`src/rtl/spr_writeback_arbiter_pkg.sv`:
```
// rtl/spr_writeback_arbiter_pkg.sv - shared SPR types for the SPR writeback path
// Package ppc_types:
//   SPR_XER/SPR_LR/SPR_CTR   SPR numbers held in the renamed SPR file
//   SPR_RS_ID_WIDTH          reservation station ID width of the SPR file
//   spr_result_t             {addr, value, rs_id} of one SPR result
//   is_renamed_spr(addr)     1 when addr names a register of the SPR file
package ppc_types;

  localparam int SPR_RS_ID_WIDTH = 5;

  localparam logic [0:9] SPR_XER = 10'd1;
  localparam logic [0:9] SPR_LR  = 10'd8;
  localparam logic [0:9] SPR_CTR = 10'd9;

  typedef struct packed {
    logic [0:9]                 addr;
    logic [0:31]                value;
    logic [0:SPR_RS_ID_WIDTH-1] rs_id;
  } spr_result_t;

  function automatic logic is_renamed_spr(input logic [0:9] addr);
    return (addr == SPR_XER) || (addr == SPR_LR) || (addr == SPR_CTR);
  endfunction

endpackage

```
`src/rtl/spr_writeback_arbiter_rr.sv`:
```
// rtl/spr_writeback_arbiter_rr.sv - round-robin arbiter with its own pointer
// Ports:
//   clk, rst    clock, synchronous active-high reset (pointer -> 0)
//   req[N]      requesters
//   advance     consumer takes the grant this cycle; pointer moves past it
//   grant[N]    one-hot grant: first req at or above the pointer, wrapping
//   any_grant   at least one req is high
module rr_arbiter #(
  parameter int N = 4
) (
  input  logic         clk,
  input  logic         rst,
  input  logic [N-1:0] req,
  input  logic         advance,
  output logic [N-1:0] grant,
  output logic         any_grant
);
  import ppc_types::*;

  localparam int PW = (N > 1) ? $clog2(N) : 1;

  logic [PW-1:0] rr_ptr;
  logic [PW-1:0] grant_idx;
  logic [PW-1:0] next_ptr;

  function automatic logic [PW-1:0] wrap_add(input logic [PW-1:0] base, input int k);
    int s;
    s = int'(base) + k;
    if (s >= N) s = s - N;
    return PW'(s);
  endfunction

  // Scan downward so the last hit, i.e. the nearest requester at or after
  // rr_ptr, is the one that survives.
  always_comb begin
    logic [PW-1:0] idx;
    grant     = '0;
    any_grant = 1'b0;
    grant_idx = '0;
    idx       = '0;
    for (int k = N - 1; k >= 0; k--) begin
      idx = wrap_add(rr_ptr, k);
      if (req[idx]) begin
        grant          = '0;
        grant[idx]     = 1'b1;
        grant_idx      = idx;
        any_grant      = 1'b1;
      end
    end
  end

  assign next_ptr = (grant_idx == PW'(N - 1)) ? '0 : grant_idx + 1'b1;

  always_ff @(posedge clk) begin
    if (rst) begin
      rr_ptr <= '0;
    end else if (advance && any_grant) begin
      rr_ptr <= next_ptr;
    end
  end

endmodule

```
`src/rtl/spr_writeback_arbiter.sv`:
```
// rtl/spr_writeback_arbiter.sv - shares the SPR-file write port among units
// Ports:
//   clk, rst                     clock, synchronous active-high reset
//   unit_valid/ready[NUM_UNITS]  per-unit result handshake (ready is combinational)
//   unit_addr/value/rs_id        per-unit result fields
//   cdb_valid/ready/rs_id/value  result bus broadcast of the output stage
//   tag_read_addr                SPR-file tag read address (= stage addr)
//   tag_read_value_valid/rs_id   current owner state of that SPR
//   write_addr/enable/value      SPR-file write port
//   err_bad_addr                 pulse: retired result named a non-renamed SPR
//   stale_drop                   pulse: retired result skipped the write (stale)
module spr_writeback_arbiter
  import ppc_types::*;
#(
  parameter int NUM_UNITS   = 4,
  parameter int RS_ID_WIDTH = 5
) (
  input  logic                                    clk,
  input  logic                                    rst,
  input  logic [NUM_UNITS-1:0]                    unit_valid,
  output logic [NUM_UNITS-1:0]                    unit_ready,
  input  logic [NUM_UNITS-1:0][0:9]               unit_addr,
  input  logic [NUM_UNITS-1:0][0:31]              unit_value,
  input  logic [NUM_UNITS-1:0][0:RS_ID_WIDTH-1]   unit_rs_id,
  output logic                                    cdb_valid,
  input  logic                                    cdb_ready,
  output logic [0:RS_ID_WIDTH-1]                  cdb_rs_id,
  output logic [0:31]                             cdb_value,
  output logic [0:9]                              tag_read_addr,
  input  logic                                    tag_read_value_valid,
  input  logic [0:RS_ID_WIDTH-1]                  tag_read_rs_id,
  output logic [0:9]                              write_addr,
  output logic                                    write_enable,
  output logic [0:31]                             write_value,
  output logic                                    err_bad_addr,
  output logic                                    stale_drop
);

  spr_result_t          stage;
  spr_result_t          sel;
  logic                 full;
  logic                 retire;
  logic                 accept;
  logic                 accept_fire;
  logic                 addr_ok;
  logic                 owner_match;
  logic [NUM_UNITS-1:0] grant;
  logic                 any_grant;

  rr_arbiter #(.N(NUM_UNITS)) u_rr (
    .clk       (clk),
    .rst       (rst),
    .req       (unit_valid),
    .advance   (accept),
    .grant     (grant),
    .any_grant (any_grant)
  );

  // Nothing retires or is accepted while rst is high, so the reset cycle
  // neither writes the SPR file nor drops a unit's result on the floor.
  assign retire      = !rst && full && cdb_ready;
  assign accept      = !rst && (!full || retire);
  assign accept_fire = accept && any_grant;
  assign unit_ready  = accept ? grant : '0;

  always_comb begin
    sel = '0;
    for (int i = 0; i < NUM_UNITS; i++) begin
      if (grant[i]) begin
        sel.addr  = unit_addr[i];
        sel.value = unit_value[i];
        sel.rs_id = unit_rs_id[i];
      end
    end
  end

  always_ff @(posedge clk) begin
    if (rst) begin
      full  <= 1'b0;
      stage <= '0;
    end else if (accept_fire) begin
      full  <= 1'b1;
      stage <= sel;
    end else if (retire) begin
      full  <= 1'b0;
    end
  end

  // The result only owns the register if the file still waits on this RS;
  // otherwise a newer producer has renamed it and the write is stale.
  assign addr_ok     = is_renamed_spr(stage.addr);
  assign owner_match = !tag_read_value_valid && (tag_read_rs_id == stage.rs_id);

  assign cdb_valid     = full;
  assign cdb_rs_id     = stage.rs_id;
  assign cdb_value     = stage.value;
  assign tag_read_addr = stage.addr;
  assign write_addr    = stage.addr;
  assign write_value   = stage.value;
  assign write_enable  = retire && addr_ok && owner_match;
  assign stale_drop    = retire && addr_ok && !owner_match;
  assign err_bad_addr  = retire && !addr_ok;

endmodule

```
`config.mk`:
```
export PLATFORM = sky130hd
export DESIGN_NAME = spr_writeback_arbiter
export DESIGN_NICKNAME = d
export VERILOG_FILES = /design/src/rtl/spr_writeback_arbiter_pkg.sv /design/src/rtl/spr_writeback_arbiter_rr.sv /design/src/rtl/spr_writeback_arbiter.sv
export SDC_FILE = /design/constraint.sdc
export NUM_CORES = 1
export LEC_CHECK = 0
export CAP_MARGIN = 25
export CORE_MARGIN = 5
export CORE_UTILIZATION = 38
export DETAILED_ROUTE_END_ITERATION = 10
export GPL_TIMING_DRIVEN = 0
export PLACE_DENSITY = 0.81
export SLEW_MARGIN = 20
export SYNTH_ARGS = -nofsm -noshare
export SYNTH_HDL_FRONTEND = slang
export SYNTH_HIERARCHICAL = 1
export SYNTH_SLANG_ARGS = --single-unit
```
`constraint.sdc`:
```
create_clock -name clk -period 4.9 [get_ports clk]
set_input_delay 0.735 -clock clk [delete_from_list [all_inputs] [get_ports clk]]
set_output_delay 0.735 -clock clk [all_outputs]
set_load 0.03 [all_outputs]
```
==> results of run 1 <==
state kept, by name (all words and copies together), names as in the netlist:
signal         cells
u_rr/rr_ptr        2
cdb_value         32
cdb_rs_id          5
cdb_valid          1
tag_read_addr     10
metrics by stage:
stage | setup TNS [ns] | instances | area, sq um | setup slack [ns]
global placement | 0 | 1046 | 8010 | 0.0212
global route | 0 | 1052 | 8170 | 0.188
floorplan | 0 | 578 | 4830 | 1.08
finish | 0 | 1052 | 8170 | 0.422
detailed placement | -0.0199 | 1046 | 8010 | -0.0199
CTS | 0 | 1052 | 8150 | 0.00218
power by group:
| part | total, mW | switching, mW | internal (mW) |
|---|---|---|---|
| sequential | 0.592 | 0.100 | 0.492 |
| combinational | 2.63 | 1.39 | 1.24 |
| clock | 0.370 | 0.179 | 0.190 |
| total | 3.59 | 1.67 | 1.93 |
worst min-delay path: cells and delay by family (launching register included):
family,cells,cell delay (ns)
flip-flops,1,0.33
AO/OA/AOI/OAI,2,0.17
per-layer routing:
layer,GRT usage,wire length (um),share of wire
met1,0.325,8280,0.39
met4,0.0609,370,0.017
met5,0,0,0
met2,0.471,10700,0.50
met3,0.0599,1880,0.088
layout make-up:
class / count / share of cell area
Sequential cell: 50 / 0.123
Multi-Input combinational cell: 370 / 0.358
Inverter: 53 / 0.0244
Buffer: 103 / 0.0871
Timing Repair Buffer: 296 / 0.364
Clock inverter: 3 / 0.00230
Clock buffer: 5 / 0.0153
Tap cell: 172 / 0.0263
cells in the final DEF, fill, tap and decap left out, types with 3 or more instances in the layout:
cell,Yosys,final
clkdlybuf4s50_1,0,292
a21oi_1,61,61
nand2_1,57,57
inv_1,53,53
buf_4,52,52
dfxtp_1,50,50
nand3b_1,47,47
a221o_1,47,47
a311oi_2,38,38
a21oi_2,37,37
clkbuf_1,27,25
buf_2,15,14
nor2_1,9,9
a311oi_1,9,9
ha_1,9,8
buf_6,6,6
and2_1,5,5
xnor2_1,5,5
clkbuf_16,0,5
dlymetal6s2s_1,0,4
a22oi_1,4,4
nand2b_1,3,3
buf_12,3,3
mux2i_1,3,3
o221ai_1,4,3
final timing paths:
path / from / to / slack (ns) / cells past startpoint
worst min-delay path: cdb_value[17] / cdb_value[17] / 0.55 / 2
worst max-delay path: u_rr/rr_ptr[0] / unit_ready[0] / 0.42 / 12
worst max register to register: u_rr/rr_ptr[0] / cdb_value[24] / 1.15 / 13
worst min register to register: cdb_value[17] / cdb_value[17] / 0.55 / 2
kinds of logic (layout without fill, tap and decap cells):
kind of cell | count (synthesis) | after routing
compound gates | 214 | 214
buf+inv | 158 | 460
simple gates | 137 | 137
flops | 50 | 50
fa+ha+maj | 9 | 9
xor+xnor | 5 | 5
mux | 5 | 5
==> flow_summary_export.csv, run 1 <==
group,metric,value,unit
outcome,status,"complete, no violations",
floorplan,fp.dieArea,15100,sq um
clock_network,cts-resized-gates,1,
logic_synthesis,yosys.cell_types.count,49,
logic_synthesis,syn_nets,788,
clock_network,cts_tree,"done",
global_routing,grt_usage,0.265,
logic_synthesis,synth_top_area_frac,0.207,
routing,drt-initial-drc-count,341,
finish,n_antenna_cell,0,
sta,hold_viol_final,0,
power_and_ir_drop,leakage,3.15,nW
sta,setup_viol_count_final,0,
setup_path,worstSetupPathType,"reg2out",
clock_network,cts_made_buffers,5,
logic_synthesis,syn_avg_cell_area,8.36,sq um
routing,drtPass1Iterations,5,
global_routing,grt_pass1_wl,30.8,mm
floorplan,num_rows,41,
logic_synthesis,async_flop_share,0,
routing,antenna_left,0,
power_and_ir_drop,vdd_ir_drop_max,0.238,mV
setup_path,crit_top_cell,"buf_2",
placement,hpwlAfterDp,16.8,mm
placement,place.gp.congestion,0.932,
logic_synthesis,netlist_area,4830,sq um
sta,rsz0062_at_grt,"false",
clock_network,ctsRootBufferMaster,"clkbuf_16",
clock_network,htreeDepth,2,
clock_network,clk_latency,0.30,ns
sta,whs,0.545,ns
setup_path,crit_required,4.16,ns
routing,drt-total-wl,21.3,mm
logic_synthesis,synth_top_family_by_area,"compound AO/OA/AOI/OAI gates",
power_and_ir_drop,power_density,440,nW/um^2
clock_network,cts_hold_buf,0,
global_routing,grt_max_degree,20,
setup_path,endpoint_kind,"output port",
logic_synthesis,synth-adder-area-share,0.0233,
logic_synthesis,synthMuxAreaShare,0.0155,
sta,slew_viol_final,0,
logic_synthesis,synth_compound_area_frac,0.397,
floorplan,core,12600,sq um
logic_synthesis,ys_top_cells_by_area,"dfxtp_1 (21%), a311oi_2 (12%), a221o_1 (9.7%)",
sta,clock_skew,0.00661,ns
routing,wire_per_inst,20.2,um
clock_network,clkTransAtPathRegs,0.08,ns
logic_synthesis,yosys.area_share.xor_xnor,0.00906,
hold_path,holdCritPathClass,"reg2reg",
sta,fmax,223,MHz
finish,ff_latch_area,1000,sq um
floorplan,io_pins,298,
logic_synthesis,yosysSeqAreaShare,0.207,
setup_path,cp_max_fo,10,
setup_path,cp_num_buf_inv,6,
global_routing,grt_pass1_vias,5457,
routing,route.detailed.drc,0,
global_routing,overflow,0,
finish,utilization,0.650,
logic_synthesis,synth_edf_count,0,
finish,fin_nets,1089,
logic_synthesis,synth.largest_area_cell,"dfxtp_1",
setup_path,crit_slowest_cell,"ha_2",
logic_synthesis,synthTopCellsByCount,"a21oi_1 (61), nand2_1 (57), inv_1 (53)",
clock_network,clock_path_buffers,2,
logic_synthesis,synthSimpleGateAreaFrac,0.158,
finish,n_fill_cell,1086,
finish,area_growth,69.0,%
setup_path,cp.arrival,3.74,ns
clock_network,cts_setup_buffers,0,
sta,timing.final.crit_share,0.914,
setup_path,crit_path_max_incr_delay,0.45,ns
finish,multi_input_area,2930,sq um
global_routing,antenna_found_initial,0,
floorplan,die_y,123,um
floorplan,initial_core_util,0.385,
power_and_ir_drop,design_power_total,3.59,mW
sta,max_slew_margin,0.505,
flow_run,cap_viol_max_count,0,
logic_synthesis,yosys_warnings,6,
logic_synthesis,postSynthCellCount,578,
floorplan,die_w,123,um
sta,tightest_slew,0.742,ns
setup_path,path_delay_family,"buffers and inverters",
setup_path,startpoint_type,"register",
setup_path,cp_cell_sequence,"buf_2, buf_2, inv_1, ha_2, mux4_2, nor2b_4, a22oi_1, o221ai_1, buf_4, buf_2, and2_1, dlymetal6s2s_1",
finish,drive_gt1_frac,0.190,
logic_synthesis,ys_ff_latch,50,
clock_network,clock_sinks,50,
routing,vias_per_cell,5.32,
logic_synthesis,synth_ff_type,"dfxtp_1",
routing,vias,5599,
sta,period_needed,4.48,ns
logic_synthesis,synth_most_common_cell,"a21oi_1",
placement,port_buffers,296,
(Power assumes the default switching activity.)
==> run 2, diff against run 1 <==
SETUP_SLACK_MARGIN = 0.5   (was not set)
==> flow_summary_export.csv, run 2 (synthesis results as in run 1) <==
group,metric,value,unit
outcome,status,"complete, no violations",
floorplan,die_w,123,um
hold_path,holdCritPathClass,"reg2reg",
setup_path,cp_num_buf_inv,9,
finish,final_cell_mix,"clkdlybuf4s50_1 (292), a21oi_1 (61), buf_4 (58), nand2_1 (57), inv_1 (52)",
routing,vias,5672,
sta,max_slew_margin,0.501,
floorplan,fp.dieArea,15100,sq um
clock_network,clock_sinks,50,
setup_path,endpoint_kind,"output port",
sta,hold_viol_final,0,
setup_path,crit_start,"u_rr/rr_ptr[0]",
setup_path,crit_required,4.16,ns
sta,tns,0,ns
sta,clock_skew,0.00654,ns
global_routing,grt_pass1_wl,30.9,mm
sta,period_needed,4.23,ns
placement,hpwlAfterDp,16.8,mm
routing,route.detailed.drc,0,
routing,drt-initial-drc-count,334,
setup_path,crit_slowest_cell,"dfxtp_2",
setup_path,crit_path_max_incr_delay,0.37,ns
placement,port_buffers,296,
floorplan,initial_core_util,0.385,
global_routing,antenna_found_initial,0,
global_routing,grt_pass1_vias,5464,
routing,vias_per_cell,5.37,
sta,fmax,236,MHz
floorplan,core,12600,sq um
setup_path,cp_cell_sequence,"clkbuf_4, buf_4, clkinvlp_4, ha_1, clkbuf_4, mux4_2, buf_4, a22oi_1, o221ai_1, buf_4, buf_6, buf_4, and2_1, clkdlybuf4s18_2",
clock_network,htreeDepth,2,
routing,antenna_left,0,
finish,fin_nets,1094,
routing,wire_per_inst,20.2,um
floorplan,io_pins,298,
finish,drive_gt1_frac,0.202,
floorplan,num_rows,41,
setup_path,worstSetupPathType,"reg2out",
clock_network,clk_latency,0.30,ns
clock_network,ctsRootBufferMaster,"clkbuf_16",
sta,tightest_slew,0.748,ns
finish,n_fill_cell,1075,
power_and_ir_drop,vdd_ir_drop_max,0.242,mV
sta,rsz0062_at_grt,"false",
power_and_ir_drop,power_density,441,nW/um^2
placement,place_area,8010,sq um
global_routing,grt_max_degree,17,
routing,drt-total-wl,21.4,mm
global_routing,overflow,0,
setup_path,startpoint_type,"register",
setup_path,cp_max_fo,10,
finish,largest_register_ffs,32,
finish,area_growth,70.3,%
hold_path,hold_start,"cdb_value[17]",
setup_path,rr_startpoint,"u_rr/rr_ptr[0]",
clock_network,cts_made_buffers,5,
sta,timing.final.crit_share,0.864,
global_routing,grt_usage,0.267,
clock_network,cts_hold_buf,0,
floorplan,die_y,123,um
placement,place.gp.congestion,0.932,
finish,final_area,8230,sq um
sta,setup_viol_count_final,0,
sta,slew_viol_final,0,
clock_network,clock_path_buffers,2,
routing,drtPass1Iterations,5,
setup_path,crit_top_cell,"buf_4",
finish,layout_commonest_cell,"clkdlybuf4s50_1",
finish,n_antenna_cell,0,
clock_network,clkTransAtPathRegs,0.07,ns
flow_run,cap_viol_max_count,0,
setup_path,path_delay_family,"buffers and inverters",
setup_path,cp.arrival,3.50,ns
power_and_ir_drop,leakage,3.11,nW
clock_network,cts_tree,"done",
[run 2: cell count changes in the layout (fill, tap and decap cells not counted), sizes merged]
cell	previous run	this run
clkdlybuf4s18	0	1
clkinvlp	0	1
inv	54	53
clkdlybuf4s15	0	3
dlymetal6s2s	4	0
buf	76	79
clkbuf	32	34
[run 2: layout make-up]
| class | count | area [sq um] | area share |
|---|---|---|---|
| well taps | 172 | 215 | 0.0261 |
| repair buffers | 299 | 2990 | 0.363 |
| multi-input cells | 370 | 2940 | 0.357 |
| inverters | 53 | 203 | 0.0246 |
| plain buffers | 105 | 741 | 0.0900 |
| flip-flops and latches | 50 | 1000 | 0.122 |
| clock inverters | 3 | 18.8 | 0.00228 |
| clock buffers | 5 | 125 | 0.0152 |
[run 2: final timing paths]
check                                endpoint  slack, ns  depth (start not counted)
worst min-delay path            cdb_value[17]       0.54                          2
worst max-delay path            unit_ready[2]       0.67                         14
worst min register to register  cdb_value[17]       0.54                          2
worst max register to register  cdb_value[24]       1.42                         15
[run 2: report_power, final]
part	leakage (nW)	total (mW)	internal, mW	switching (mW)
combinational	2.62	2.67	1.27	1.40
sequential	0.419	0.592	0.493	0.0992
clock	0.0740	0.367	0.190	0.177
[run 2: timing repair]
item	CTS	global route
setup endpoints to repair	4	4
setup buffers	1	2
endpoints found under the hold margin	0	0
resized for setup	21	8
[run 2: through the flow]
step | worst slack, ns | utilization | hold WS (ns) | total power, mW | cells
after CTS | 0.527 | 0.652 | 0.548 | 3.61 | 1055
after floorplan | 1.08 | - | 0.521 | 2.37 | 578
final | 0.669 | 0.655 | 0.545 | 3.63 | 1057
after global routing | 0.466 | 0.655 | 0.565 | 3.82 | 1057
after detailed placement | -0.0199 | 0.637 | 0.537 | 3.22 | 1046
after global placement | 0.0212 | 0.637 | 0.529 | 3.20 | 1046
[run 2: metal layers]
metal | global-route usage | routed length [um] | up-vias
met5 | 0 | 0 | -
met4 | 0.0609 | 370 | 0
met3 | 0.0599 | 1760 | 23
met2 | 0.472 | 10800 | 225
met1 | 0.328 | 8400 | 2721
li1 | - | - | 2703
[run 2: worst reg2reg max path, cell delays in order (launching register included)]
cell        delay, ns
dfxtp_2          0.37
clkbuf_4         0.19
buf_4            0.19
clkinvlp_4       0.11
ha_1             0.30
clkbuf_4         0.18
and3b_1          0.18
a21oi_1          0.17
o32ai_2          0.11
o21ai_2          0.26
o221ai_1         0.15
buf_2            0.17
buf_6            0.15
clkbuf_1         0.24
a221o_1          0.34
a311oi_2         0.27
==> run 3, diff against run 2 <==
CORE_UTILIZATION = 35   (was 38)
PLACE_DENSITY = 0.79   (was 0.81)
SLEW_MARGIN = not set   (was 20)
clock period = 3.89 ns   (was 4.9 ns; I/O delays follow)
==> flow_summary_export.csv, run 3 (synthesis results as in run 1) <==
group,metric,value,unit
clock_network,clock_path_buffers,2,
power_and_ir_drop,leakage,3.26,nW
floorplan,core,13700,sq um
routing,drt-total-wl,22.0,mm
clock_network,cts_hold_buf,0,
setup_path,cp.arrival,2.81,ns
clock_network,clock_sinks,50,
power_and_ir_drop,vdd_ir_drop_max,0.326,mV
clock_network,htreeDepth,2,
finish,final_cell_mix,"clkdlybuf4s50_1 (289), buf_4 (70), a21oi_1 (60), nand2_1 (57), inv_1 (51)",
setup_path,cp_num_buf_inv,9,
placement,hpwlAfterDp,16.8,mm
sta,timing.final.crit_share,0.872,
routing,drt-initial-drc-count,502,
clock_network,clkTransAtPathRegs,0.08,ns
outcome,status,"complete, no violations",
setup_path,worstSetupPathType,"reg2out",
placement,place.gp.congestion,0.858,
finish,utilization,0.623,
sta,period_needed,3.39,ns
routing,route.detailed.drc,0,
floorplan,initial_core_util,0.352,
sta,clock_skew,0.00937,ns
sta,rsz0062_at_grt,"true",
routing,antenna_left,0,
routing,vias_per_cell,5.36,
finish,area_growth,76.8,%
setup_path,path_delay_family,"buffers and inverters",
finish,fin_cells,1082,
global_routing,grt_pass1_vias,5780,
sta,slew_viol_final,0,
placement,port_buffers,296,
clock_network,cts_tree,"done",
placement,place_inst,1054,
global_routing,grt_usage,0.255,
routing,vias,5800,
power_and_ir_drop,power_density,571,nW/um^2
setup_path,crit_required,3.31,ns
sta,setup_viol_count_final,0,
setup_path,crit_slowest_cell,"dfxtp_4",
routing,wire_per_inst,20.4,um
floorplan,num_rows,43,
clock_network,cts_made_buffers,5,
sta,fmax,295,MHz
finish,n_antenna_cell,0,
finish,n_fill_cell,1204,
finish,drive_gt1_frac,0.236,
finish,largest_register_ffs,32,
global_routing,grt_max_degree,15,
floorplan,fp.dieArea,16300,sq um
floorplan,io_pins,298,
sta,hold_viol_final,0,
sta,max_slew_margin,0.475,
flow_run,cap_viol_max_count,0,
setup_path,startpoint_type,"register",
floorplan,die_y,128,um
finish,layout_commonest_cell,"clkdlybuf4s50_1",
setup_path,endpoint_kind,"output port",
setup_path,crit_path_max_incr_delay,0.36,ns
clock_network,clk_latency,0.29,ns
setup_path,cp_cell_sequence,"buf_6, buf_8, clkinvlp_4, ha_4, buf_8, mux4_2, buf_6, a22oi_2, o221ai_2, buf_2, buf_8, clkbuf_16, and2_4, buf_6",
floorplan,die_w,128,um
global_routing,antenna_found_initial,0,
finish,final_area,8540,sq um
clock_network,ctsRootBufferMaster,"clkbuf_16",
finish,fin_nets,1112,
sta,fin_ws,0.499,ns
routing,drtPass1Iterations,5,
global_routing,overflow,0,
placement,place_area,8030,sq um
sta,tightest_slew,0.787,ns
placement,dp_slack,-0.637,ns
setup_path,cp_max_fo,5,
global_routing,grt_pass1_wl,32.9,mm
hold_path,holdCritPathClass,"reg2reg",
==> run 3: cell types whose count changed in the layout (fill, tap and decap cells not counted), moves of 3 or more <==
cell,delta
buf_8,+4
a22oi_2,+4
buf_6,+5
clkbuf_2,+3
buf_4,+12
clkbuf_4,-3
and2_1,-4
dlygate4sd2_1,+3
buf_12,+3
clkdlybuf4s50_1,-3
a22oi_1,-4
==> run 3: power by group <==
| part | leakage, nW | switching, mW | internal (mW) |
|---|---|---|---|
| clock | 0.0629 | 0.215 | 0.237 |
| sequential | 0.420 | 0.122 | 0.622 |
| combinational | 2.78 | 1.88 | 1.80 |
==> run 3: path summary, 6_finish.rpt <==
kind              slack (ns)      startpoint  cells past startpoint             end
setup / recovery        0.50  u_rr/rr_ptr[0]                     14   unit_ready[3]
hold / removal          0.54  u_rr/rr_ptr[1]                      2  u_rr/rr_ptr[1]
setup reg to reg        0.59  u_rr/rr_ptr[0]                     15    cdb_value[0]
hold reg to reg         0.54  u_rr/rr_ptr[1]                      2  u_rr/rr_ptr[1]
==> run 3: layer usage <==
metal,wire [um],share of wire,track usage
met2,11300,0.51,0.454
met3,1540,0.070,0.0339
met4,421,0.019,0.0568
met5,0,0,0
met1,8820,0.40,0.328
==> run 3: worst min-delay path, delay by kind of cell, from the launching register on <==
family	cells	cell delay (ns)
AND/OR/NAND/NOR	1	0.07
flip-flops	1	0.38
AO/OA/AOI/OAI	1	0.06
==> run 3: cell type report <==
class                   instances  area (sq um)  share of cell area
repair buffers                317          3130               0.366
multi-input cells             370          3020               0.353
flip-flops and latches         50          1010               0.118
plain buffers                 105           826              0.0966
well taps                     180           225              0.0264
inverters                      53           203              0.0237
clock buffers                   6           129              0.0151
clock inverters                 1          7.51            0.000879
==> run 3: through the flow <==
| step | TNS, ns | hold WS, ns | total power [mW] |
|---|---|---|---|
| after floorplan | 0 | 0.521 | 2.99 |
| after global placement | -2.06 | 0.531 | 4.04 |
| after detailed placement | -2.24 | 0.538 | 4.08 |
| after CTS | 0 | 0.542 | 4.80 |
| after global routing | 0 | 0.574 | 5.13 |
| final | 0 | 0.545 | 4.88 |
==> run 3: repair_timing <==
action / CTS / global route
endpoints found under the setup margin: 51 / 42
buffers inserted: 18 / 3
pin swaps: 9 / 10
resized for setup: 72 / 12
==> patch, RTL diff (flow settings as in run 1) <==
Register the output `err_bad_addr`, cleared by the reset; this adds one clock of latency there. The other outputs are not delayed to match.
--- a/src/rtl/spr_writeback_arbiter.sv
+++ b/src/rtl/spr_writeback_arbiter.sv
@@ -99,7 +99,13 @@
   assign write_value   = stage.value;
   assign write_enable  = retire && addr_ok && owner_match;
   assign stale_drop    = retire && addr_ok && !owner_match;
-  assign err_bad_addr  = retire && !addr_ok;
+  always_ff @(posedge clk) begin
+    if (rst) begin
+      err_bad_addr <= '0;
+    end else begin
+      err_bad_addr <= retire && !addr_ok;
+    end
+  end
 
 endmodule
 
Check against the original RTL: not equivalent (a bounded check fails within 4 cycles, from zero or initial values and one cycle with rst high).
==> patch against run 1 <==
- fmax is 1.9% lower
- area after synthesis is 0.31% higher
- routed wire length hardly changed
- worst setup slack worse by 0.087 ns
- sequential cell count is 1 higher
- design area stayed put
- first-iteration DRC count is 25% higher
- power is 0.41% lower
==> patch: results <==
{
  "outcome": "completed",
  "synth_fp_nets": 789,
  "slowest_delay_ns": 0.67,
  "clk-power_uw": 351,
  "cp_max_fo": 19,
  "leakagePower_nw": 3.116,
  "grt_pass1_vias": 5565,
  "hpwlAfterDp_microns": 16850,
  "dp_slack_ns": 0.03121,
  "synth_cells": 579,
  "synth_cell_types": 49,
  "gr-usage-all-layers_pct": 26.49,
  "p_sw_share_pct": 46.14,
  "antenna_found_initial": 0,
  "synth_warnings": 6,
  "drtIter0Drc": 427,
  "clk_path_buf_depth": 2,
  "hold_path_class": "register to register",
  "dr.pass1.iters": 4,
  "finClkSkew_ns": 0.006058,
  "viasPerCell": 5.359,
  "power_mw": 3.578,
  "rrSetupSlack_ns": 1.11,
  "clk_latency_ns": 0.29,
  "finalNonFillerCells": 1052,
  "worstPathArrival_ns": 3.83,
  "crit_end": "unit_ready[2]",
  "peakVddDrop_mv": 0.2377,
  "grt_max_degree": 20,
  "yosys-top-cells-count": "61 x a21oi_1, 57 x nand2_1, 53 x buf_4, 53 x inv_1, 51 x dfxtp_1",
  "post_cts_buffers": 0,
  "timing.fmax_ghz": 0.2191,
  "reg2reg_depth": 13,
  "cpMaxStageDelayCell": "clkdlybuf4s50_1",
  "place.gp.congestion": 0.9272,
  "io_buffers": 296,
  "slew_headroom_pct": 52.02,
  "cts_buffers": 5,
  "final_layout_size_suffix_gt1_share_pct": 18.75,
  "synth.area.top_cells": "dfxtp_1 21%, a311oi_2 12%, a221o_1 9.7%",
  "yosysSeqAreaShare_pct": 21.06,
  "r2r_end": "cdb_value[28]$_SDFFE_PP0P_",
  "largest_reg_flops": 32,
  "antennaDiodeCount": 0,
  "powerComb_mw": 2.63,
  "drt-total-wl_microns": 21290,
  "placed_cells": 1047,
  "crit_start": "u_rr/rr_ptr[0]$_SDFFE_PP0P_",
  "path_clk_slew_ns": 0.07,
  "cts_max_level": 2,
  "ys_async_sr_fraction_pct": 0,
  "grt_pass1_wl_microns": 31180
}
patch: cell count changes in the layout (fill, tap and decap cells not counted):
cell,run 1,this run
dlymetal6s2s_1,4,2
buf_4,52,53
buf_6,6,5
clkbuf_1,25,26
clkbuf_4,2,1
clkdlybuf4s50_1,292,293
clkinv_2,2,1
clkinvlp_4,0,1
dfxtp_1,50,51
dlygate4sd2_1,0,1
inv_6,1,0
patch: timing repair:
item | CTS | global route
setup endpoints to repair | 4 | 4
gates resized for setup | 2 | 3
hold endpoints to repair | 0 | 0
patch: kinds of logic (layout without fill, tap and decap cells):
group | Yosys count | count (layout) | synth area share (%)
flops | 51 | 51 | 21.06
mux | 5 | 5 | 1.548
xor+xnor | 5 | 5 | 0.9032
buf+inv | 158 | 459 | 18.79
simple gates | 137 | 137 | 15.77
compound gates | 214 | 214 | 39.61
fa+ha+maj | 9 | 9 | 2.323
patch: worst min-delay path by stage:
stage	slack (ns)	cells past startpoint	start	to
after floorplan	0.52	2	u_rr/rr_ptr[1]$_SDFFE_PP0P_	u_rr/rr_ptr[1]$_SDFFE_PP0P_
after global placement	0.52	2	cdb_value[16]$_SDFFE_PP0P_	cdb_value[16]$_SDFFE_PP0P_
after CTS	0.54	2	cdb_value[16]$_SDFFE_PP0P_	cdb_value[16]$_SDFFE_PP0P_
final	0.54	2	cdb_value[16]$_SDFFE_PP0P_	cdb_value[16]$_SDFFE_PP0P_
after detailed placement	0.53	2	cdb_value[16]$_SDFFE_PP0P_	cdb_value[16]$_SDFFE_PP0P_
after global routing	0.57	2	cdb_value[16]$_SDFFE_PP0P_	cdb_value[16]$_SDFFE_PP0P_
patch: per-layer routing:
layer  vias to the layer above  GRT usage (%)  share of wire, %
met4                         0          6.088               1.8
met1                      2693          33.53                40
met3                        24          4.620               7.5
li1                       2693              -                 -
met5                         -              0                 0
met2                       228          46.87                50
patch: critical path, delay by kind of cell (launching register included):
family                     cells  cell delay, ns
AOI/OAI and AO/OA              4            0.70
DFF                            1            0.41
adders and majority gates      1            0.44
buffers and inverters          6            1.66
and+or+nand+nor                2            0.33
patch: cell type report:
cell class,instances,area [sq um]
Fill cell,1099,4399
Timing Repair Buffer,296,2967
Multi-Input combinational cell,370,2925
Sequential cell,51,1021
Buffer,102,700.7
Tap cell,172,215.2
Inverter,53,198.9
Clock buffer,6,128.9
Clock inverter,2,12.51
patch: metrics by stage:
step / util [%] / cell area [sq um]
CTS: 64.97 / 8165
detailed placement: 63.86 / 8026
global placement: 63.86 / 8026
floorplan: - / 4848
global route: 65.00 / 8169
finish: 65.00 / 8169
